**config.mk**
```make
export PLATFORM = sky130hd
export DESIGN_NAME = cp_insert
export DESIGN_NICKNAME = d
export VERILOG_FILES = /design/src/rtl/ofdm_pkg.sv /design/src/rtl/cp_buf.sv /design/src/rtl/cp_insert.sv
export SDC_FILE = /design/constraint.sdc
export NUM_CORES = 2
export LEC_CHECK = 0
export CORE_UTILIZATION = 50
export DETAILED_ROUTE_END_ITERATION = 10
export MAX_ROUTING_LAYER = met4
export PLACE_DENSITY = 0.65
export SYNTH_ARGS = -nofsm -noshare
export SYNTH_HDL_FRONTEND = slang
export SYNTH_SLANG_ARGS = --single-unit
```
**constraint.sdc**
```tcl
create_clock -name clk -period 4.85 [get_ports clk]
set_clock_uncertainty 0.1 [all_clocks]
set_input_delay 0.7275 -clock clk [delete_from_list [all_inputs] [get_ports clk]]
set_output_delay 0.7275 -clock clk [all_outputs]
set_load 0.02 [all_outputs]
```
**src/rtl/ofdm_pkg.sv**
```systemverilog
// -----------------------------------------------------------------------------
// ofdm_pkg
// Shared constants and types for the OFDM datapath.
//   OFDM_N  : samples per OFDM symbol (power of two)
//   OFDM_CP : cyclic-prefix length in samples
//   OFDM_W  : signed sample width per rail
//   cplx_t  : packed complex sample {re, im}
//   cp_state_t : read-side state of the cyclic-prefix inserter
// -----------------------------------------------------------------------------
package ofdm_pkg;

  localparam int unsigned OFDM_N  = 64;
  localparam int unsigned OFDM_CP = 16;
  localparam int unsigned OFDM_W  = 16;

  typedef struct packed {
    logic signed [OFDM_W-1:0] re;
    logic signed [OFDM_W-1:0] im;
  } cplx_t;

  typedef enum logic [1:0] {
    StIdle,
    StPrefix,
    StBody
  } cp_state_t;

endpackage

```
**src/rtl/cp_buf.sv**
```systemverilog
// -----------------------------------------------------------------------------
// cp_buf
// Simple dual-port RAM: one write port, one synchronous (1-cycle) read port.
// Address is {bank, idx}; contents are not reset.
// Ports:
//   clk       : clock
//   i_wr_en   : write strobe
//   i_wr_addr : write address
//   i_wr_data : write data
//   i_rd_en   : read strobe; o_rd_data updates on the next edge
//   i_rd_addr : read address
//   o_rd_data : registered read data (holds when i_rd_en is low)
// -----------------------------------------------------------------------------
module cp_buf
  import ofdm_pkg::*;
#(
  parameter int unsigned Depth = 2 * OFDM_N,
  parameter int unsigned Width = 2 * OFDM_W
) (
  input  logic                     clk,
  input  logic                     i_wr_en,
  input  logic [$clog2(Depth)-1:0] i_wr_addr,
  input  logic [Width-1:0]         i_wr_data,
  input  logic                     i_rd_en,
  input  logic [$clog2(Depth)-1:0] i_rd_addr,
  output logic [Width-1:0]         o_rd_data
);

  logic [Width-1:0] r_mem [Depth];

  always_ff @(posedge clk) begin
    if (i_wr_en) begin
      r_mem[i_wr_addr] <= i_wr_data;
    end
    if (i_rd_en) begin
      o_rd_data <= r_mem[i_rd_addr];
    end
  end

endmodule

```
**src/rtl/cp_insert.sv**
```systemverilog
// -----------------------------------------------------------------------------
// cp_insert
// Cyclic-prefix insertion stage. Collects N-sample IFFT symbols (possibly
// gapped) into a two-bank ping-pong buffer and emits each as N+CP contiguous
// samples: the last CP samples first, then all N.
// Ports:
//   clk      : clock
//   reset    : asynchronous, active-high reset
//   din_en   : input sample valid (no backpressure)
//   din_re   : signed real input
//   din_im   : signed imaginary input
//   dout_en  : output sample valid
//   dout_re  : signed real output (0 when dout_en is low)
//   dout_im  : signed imaginary output (0 when dout_en is low)
//   dout_sop : first prefix sample of each symbol
//   dout_cp  : prefix samples
//   overflow : sticky; an input sample was dropped because both banks were full
// -----------------------------------------------------------------------------
module cp_insert
  import ofdm_pkg::*;
#(
  parameter int unsigned N  = OFDM_N,
  parameter int unsigned CP = OFDM_CP,
  parameter int unsigned W  = OFDM_W
) (
  input  logic                clk,
  input  logic                reset,
  input  logic                din_en,
  input  logic signed [W-1:0] din_re,
  input  logic signed [W-1:0] din_im,
  output logic                dout_en,
  output logic signed [W-1:0] dout_re,
  output logic signed [W-1:0] dout_im,
  output logic                dout_sop,
  output logic                dout_cp,
  output logic                overflow
);

  localparam int unsigned IdxW = $clog2(N);
  localparam logic [IdxW-1:0] IdxLast    = IdxW'(N - 1);
  localparam logic [IdxW-1:0] IdxCpStart = IdxW'(N - CP);

  // ---------------------------------------------------------------------------
  // Bank occupancy
  // ---------------------------------------------------------------------------
  logic [1:0] r_full;
  logic [1:0] w_full_nxt;

  // ---------------------------------------------------------------------------
  // Write side
  // ---------------------------------------------------------------------------
  logic            r_wbank;
  logic [IdxW-1:0] r_wcnt;
  logic            r_overflow;
  logic            w_wr_en;
  logic            w_wr_last;

  assign w_wr_en   = din_en & ~r_full[r_wbank];
  assign w_wr_last = w_wr_en & (r_wcnt == IdxLast);

  always_ff @(posedge clk or posedge reset) begin
    if (reset) begin
      r_wbank    <= 1'b0;
      r_wcnt     <= '0;
      r_overflow <= 1'b0;
    end else begin
      if (w_wr_en) begin
        // N is a power of two, so the index wraps to 0 after the last sample.
        r_wcnt <= r_wcnt + 1'b1;
        if (w_wr_last) begin
          r_wbank <= ~r_wbank;
        end
      end
      if (din_en & r_full[r_wbank]) begin
        r_overflow <= 1'b1;
      end
    end
  end

  // ---------------------------------------------------------------------------
  // Read FSM
  // ---------------------------------------------------------------------------
  cp_state_t       r_state;
  cp_state_t       w_state_nxt;
  logic            r_rbank;
  logic            w_rbank_nxt;
  logic [IdxW-1:0] r_rcnt;
  logic [IdxW-1:0] w_rcnt_nxt;
  logic            w_rd_en;
  logic            w_rd_last;
  logic            w_sop;
  logic            w_cp;

  always_comb begin
    w_state_nxt = r_state;
    w_rbank_nxt = r_rbank;
    w_rcnt_nxt  = r_rcnt;
    w_rd_en     = 1'b0;
    w_rd_last   = 1'b0;
    w_sop       = 1'b0;
    w_cp        = 1'b0;
    unique case (r_state)
      StIdle: begin
        if (r_full[r_rbank]) begin
          w_state_nxt = StPrefix;
          w_rcnt_nxt  = IdxCpStart;
        end
      end
      StPrefix: begin
        w_rd_en    = 1'b1;
        w_cp       = 1'b1;
        w_sop      = (r_rcnt == IdxCpStart);
        w_rcnt_nxt = r_rcnt + 1'b1;
        if (r_rcnt == IdxLast) begin
          w_state_nxt = StBody;
          w_rcnt_nxt  = '0;
        end
      end
      StBody: begin
        w_rd_en    = 1'b1;
        w_rcnt_nxt = r_rcnt + 1'b1;
        if (r_rcnt == IdxLast) begin
          w_rd_last   = 1'b1;
          w_rbank_nxt = ~r_rbank;
          // Chain straight into the next symbol so the output stays continuous.
          if (r_full[~r_rbank]) begin
            w_state_nxt = StPrefix;
            w_rcnt_nxt  = IdxCpStart;
          end else begin
            w_state_nxt = StIdle;
            w_rcnt_nxt  = '0;
          end
        end
      end
      default: begin
        w_state_nxt = StIdle;
        w_rcnt_nxt  = '0;
      end
    endcase
  end

  always_ff @(posedge clk or posedge reset) begin
    if (reset) begin
      r_state <= StIdle;
      r_rbank <= 1'b0;
      r_rcnt  <= '0;
    end else begin
      r_state <= w_state_nxt;
      r_rbank <= w_rbank_nxt;
      r_rcnt  <= w_rcnt_nxt;
    end
  end

  // ---------------------------------------------------------------------------
  // Full flags: set by the writer, cleared by the reader. The writer never
  // targets the bank being read, so both updates can apply in the same cycle.
  // ---------------------------------------------------------------------------
  always_comb begin
    w_full_nxt = r_full;
    if (w_wr_last) begin
      w_full_nxt[r_wbank] = 1'b1;
    end
    if (w_rd_last) begin
      w_full_nxt[r_rbank] = 1'b0;
    end
  end

  always_ff @(posedge clk or posedge reset) begin
    if (reset) begin
      r_full <= 2'b00;
    end else begin
      r_full <= w_full_nxt;
    end
  end

  // ---------------------------------------------------------------------------
  // Sample storage
  // ---------------------------------------------------------------------------
  logic [2*W-1:0] w_rd_data;

  cp_buf #(
    .Depth (2 * N),
    .Width (2 * W)
  ) u_cp_buf (
    .clk       (clk),
    .i_wr_en   (w_wr_en),
    .i_wr_addr ({r_wbank, r_wcnt}),
    .i_wr_data ({din_re, din_im}),
    .i_rd_en   (w_rd_en),
    .i_rd_addr ({r_rbank, r_rcnt}),
    .o_rd_data (w_rd_data)
  );

  // ---------------------------------------------------------------------------
  // Output stage: flags are registered alongside the RAM read so they line up
  // with the data. The RAM register itself is not reset, so data is gated by
  // the valid flag to give 0 when idle and immediately on reset.
  // ---------------------------------------------------------------------------
  logic r_dout_en;
  logic r_dout_sop;
  logic r_dout_cp;

  always_ff @(posedge clk or posedge reset) begin
    if (reset) begin
      r_dout_en  <= 1'b0;
      r_dout_sop <= 1'b0;
      r_dout_cp  <= 1'b0;
    end else begin
      r_dout_en  <= w_rd_en;
      r_dout_sop <= w_sop;
      r_dout_cp  <= w_cp;
    end
  end

  assign dout_en  = r_dout_en;
  assign dout_sop = r_dout_sop;
  assign dout_cp  = r_dout_cp;
  assign dout_re  = r_dout_en ? w_rd_data[2*W-1:W] : '0;
  assign dout_im  = r_dout_en ? w_rd_data[W-1:0]   : '0;
  assign overflow = r_overflow;

endmodule

```
==> results.md <==
* Status: complete, no violations
* Type of the most critical hold path: input port to flop
* Syn Area/Cell at 20.9 sq um
* Yosys reg bits at 4,150
* Post-synth top flop: edfxtp_1
* Cell area after synthesis at 160,000 sq um
* RSZ-0062 raised after global routing: false
* Leakage at 56.9 nW
* Placed Instances at 11,965
* Worst setup path start: r_rcnt[0]
* Reg2Reg Capture Point: u_cp_buf.o_rd_data[13]
* First-pass GRT wire length at 633,000 um
* R2r startpoint: r_rcnt[0]
* Share of post-route cells with drive strength above 1 at 0.235
* Initial antenna violation count at 38
* Cell mode on critical path: buf_4
* FP Rows at 207
* Vias in the first global route at 80,505
* Number of stages on the worst setup path at 10
* Required time of the critical path at 5.39 ns
* I/O pin count at 71
* Final Max Slew Viols at 0
* GRT Total Usage at 0.290
* Power, Total at 95.2 mW
* Max stage delay on crit path at 1.14 ns
* Achievable Freq at 0.207 GHz
* Clk buf depth at 4
* Netlist cell types at 69
* Core Util, Final at 0.573
* EDFF count, synth at 4,128
* Final Non-Filler Cells at 12,763
* Ys Warns at 0
* WL/cell at 35.9 um
* Final min period at 4.83 ns
* Gp weighted congestion at 0.897
* Worst-path maximum fanout at 29
* TritonCTS clock tree: yes
* Worst reg-to-reg path cell count at 10
* Die width at 568 um
* Grt total ovfl at 0
* CP top delay family: buffers and inverters
* Fin area at 182,000 sq um
* Cell count after synthesis at 7,687
* Crit path kind: flop to flop
* Worst path bufs/invs at 5
* CTS buffer count at 414
* Power per cell area at 522 nW/um^2
* Max_cap viols at 0
* WP data arrival at 5.36 ns
* Slowest cell on crit path: dfrtp_4
* Maximum vdd drop at 0.504 mV
* Initial DRC count at 12,937
* FILL cells at 23,108
* Core box area at 319,000 sq um
* Root buffer cell: clkbuf_16
* Commonest non-fill, non-tap cells in the layout: edfxtp_1 (4,128), mux2i_1 (784), mux4_2 (660)
* Setup slack, reg-to-reg at 0.02 ns
* CP cell instances: buf_12, buf_12, buf_4, buf_4, mux2i_1, a22oi_1, and3_1, nor4_1, buf_4, a22oi_1
* Die H at 568 um
* Post-Route WL at 458,000 um
* Setup bufs post-CTS at 0
* Final setup viols at 0
* Setup TNS at 0 ns
* Syn nets at 7,729
* Initial core utilization at 0.503
* Register area share after synthesis at 0.777
* Vias/cell at 6.54
* Largest net degree at the start of global routing at 129
* Area Growth Syn to Fin at 13.8%
* DRC at 0
* Asr flop ratio synth at 0.00530
* Startpoint types: flop
* Worst slew margin at 0.0425
* Placed Instance Area at 169,000 sq um
* Die area at 323,000 sq um
* CP endpoint kind: flop
* Clock Latency Late Sink at 0.96 ns
* CTS sink count at 4,150
* Nets@finish at 8,245
* Slew @ Worst Pin at 1.44 ns
* Worst-path clk slew at 0.06 ns
* Critical Path End: u_cp_buf.o_rd_data[13]
* Fin. Hold Viols at 0
* DR vias at 83,411
* DRT antenna net count at 0
* Port-buffer cells at 70
* Most common cell after layout, fill and taps aside: edfxtp_1
* DP HPWL at 272,000 um
* Period utilization at 0.995
* # H-tree levels at 5
* Drt pass-1 iters at 7
## layer usage
layer  part of all wire  up-vias  GRT usage
met5                  0        -          -
met4              0.039        0      0.102
met3               0.11      737     0.0592
met2               0.46     5174      0.433
met1               0.38    44378      0.399
li1                   -    33122          -
## synth_stat cells (18+ instances only)
master / count / area share
buf_1: 19 / 0.00044
o22ai_1: 50 / 0.0020
nor2_1: 159 / 0.0037
buf_2: 115 / 0.0036
edfxtp_1: 4128 / 0.77
a31oi_1: 67 / 0.0026
nand2_1: 288 / 0.0067
a2bb2oi_1: 54 / 0.0030
and2_1: 38 / 0.0015
a22oi_1: 150 / 0.0070
a221oi_1: 70 / 0.0038
o22a_1: 18 / 0.00098
o221ai_1: 68 / 0.0037
dfrtp_1: 22 / 0.0034
o21ai_0: 58 / 0.0018
a21oi_1: 195 / 0.0061
mux2_2: 99 / 0.0070
mux2i_1: 784 / 0.049
buf_6: 82 / 0.0058
clkbuf_1: 175 / 0.0041
mux4_2: 660 / 0.093
nand3_1: 91 / 0.0028
buf_4: 56 / 0.0026
## worst reg2reg max path: cells and delay by family, from the launching register on
kind	cells	cell delay (ns)
compound gates	2	0.18
simple gates	2	1.29
flops	1	1.14
mux	1	0.22
buf+inv	5	1.59
## where the power goes
group          switching (mW)  internal, mW  total (mW)  leakage, nW
sequential              0.741          40.4        41.2         37.4
clock                    13.6          17.7        31.3         6.38
combinational            14.0          8.69        22.7         13.1
total                    28.4          66.8        95.2         56.9
## how the worst min path moves through the flow
| stage | start | to | slack [ns] | cells past startpoint |
|---|---|---|---|---|
| 3_5_place_dp | r_wcnt[4] | r_wcnt[4] | 0.43 | 1 |
| 3_3_place_gp | r_wcnt[4] | r_wcnt[4] | 0.41 | 1 |
| 6_report | din_im[2] | u_cp_buf.r_mem[9][2] | 0.12 | 1 |
| 4_1_cts | din_im[2] | u_cp_buf.r_mem[11][2] | 0.08 | 1 |
| 2_1_floorplan | r_wcnt[4] | r_wcnt[4] | 0.39 | 1 |
| 5_1_grt | din_im[2] | u_cp_buf.r_mem[11][2] | 0.13 | 1 |
## flip-flops by register name (all words and copies together), names as in the netlist, 2 cells and up
register            count
r_full                  2
r_rcnt                  6
r_state                 2
r_wcnt                  6
u_cp_buf.o_rd_data     32
u_cp_buf.r_mem       4096
## stage by stage
stage / hold slack (ns) / setup slack [ns]
final: 0.116 / 0.0228
after CTS: 0.0825 / 0.0769
after detailed placement: 0.431 / 0.0914
after global placement: 0.407 / 0.211
after floorplan: 0.393 / 1.20
after global routing: 0.129 / 0.0370
## cells by family (layout without fill, tap and decap cells)
family	count (synthesis)	in the layout	share of synthesized area
adder cells (fa/ha/maj)	7	7	0.000546
AO/OA/AOI/OAI	845	845	0.0373
buffers and inverters	472	1327	0.0179
other	0	41	0
flip-flops	4150	4150	0.777
multiplexers	1543	1543	0.149
XOR/XNOR	7	7	0.000382
AND/OR/NAND/NOR	663	663	0.0185
## timing repair
| action | 4_1_cts | 5_1_grt |
|---|---|---|
| gates resized for setup | 0 | 0 |
| hold endpoints to repair | 14 | 0 |
| setup endpoints to repair | 0 | 0 |
| hold buffers | 2 | 0 |
## area by class of cell
class / count / area, sq um / share of cell area
sequential: 4150 / 125000 / 0.682
multi-input combinational: 3065 / 34000 / 0.186
clock buffer: 501 / 10700 / 0.0589
timing repair buffer: 557 / 5360 / 0.0294
tap: 4180 / 5230 / 0.0287
clock inverter: 254 / 2430 / 0.0133
antenna: 41 / 103 / 0.000562
inverter: 15 / 63.8 / 0.000350
(Power assumes the default switching activity.)
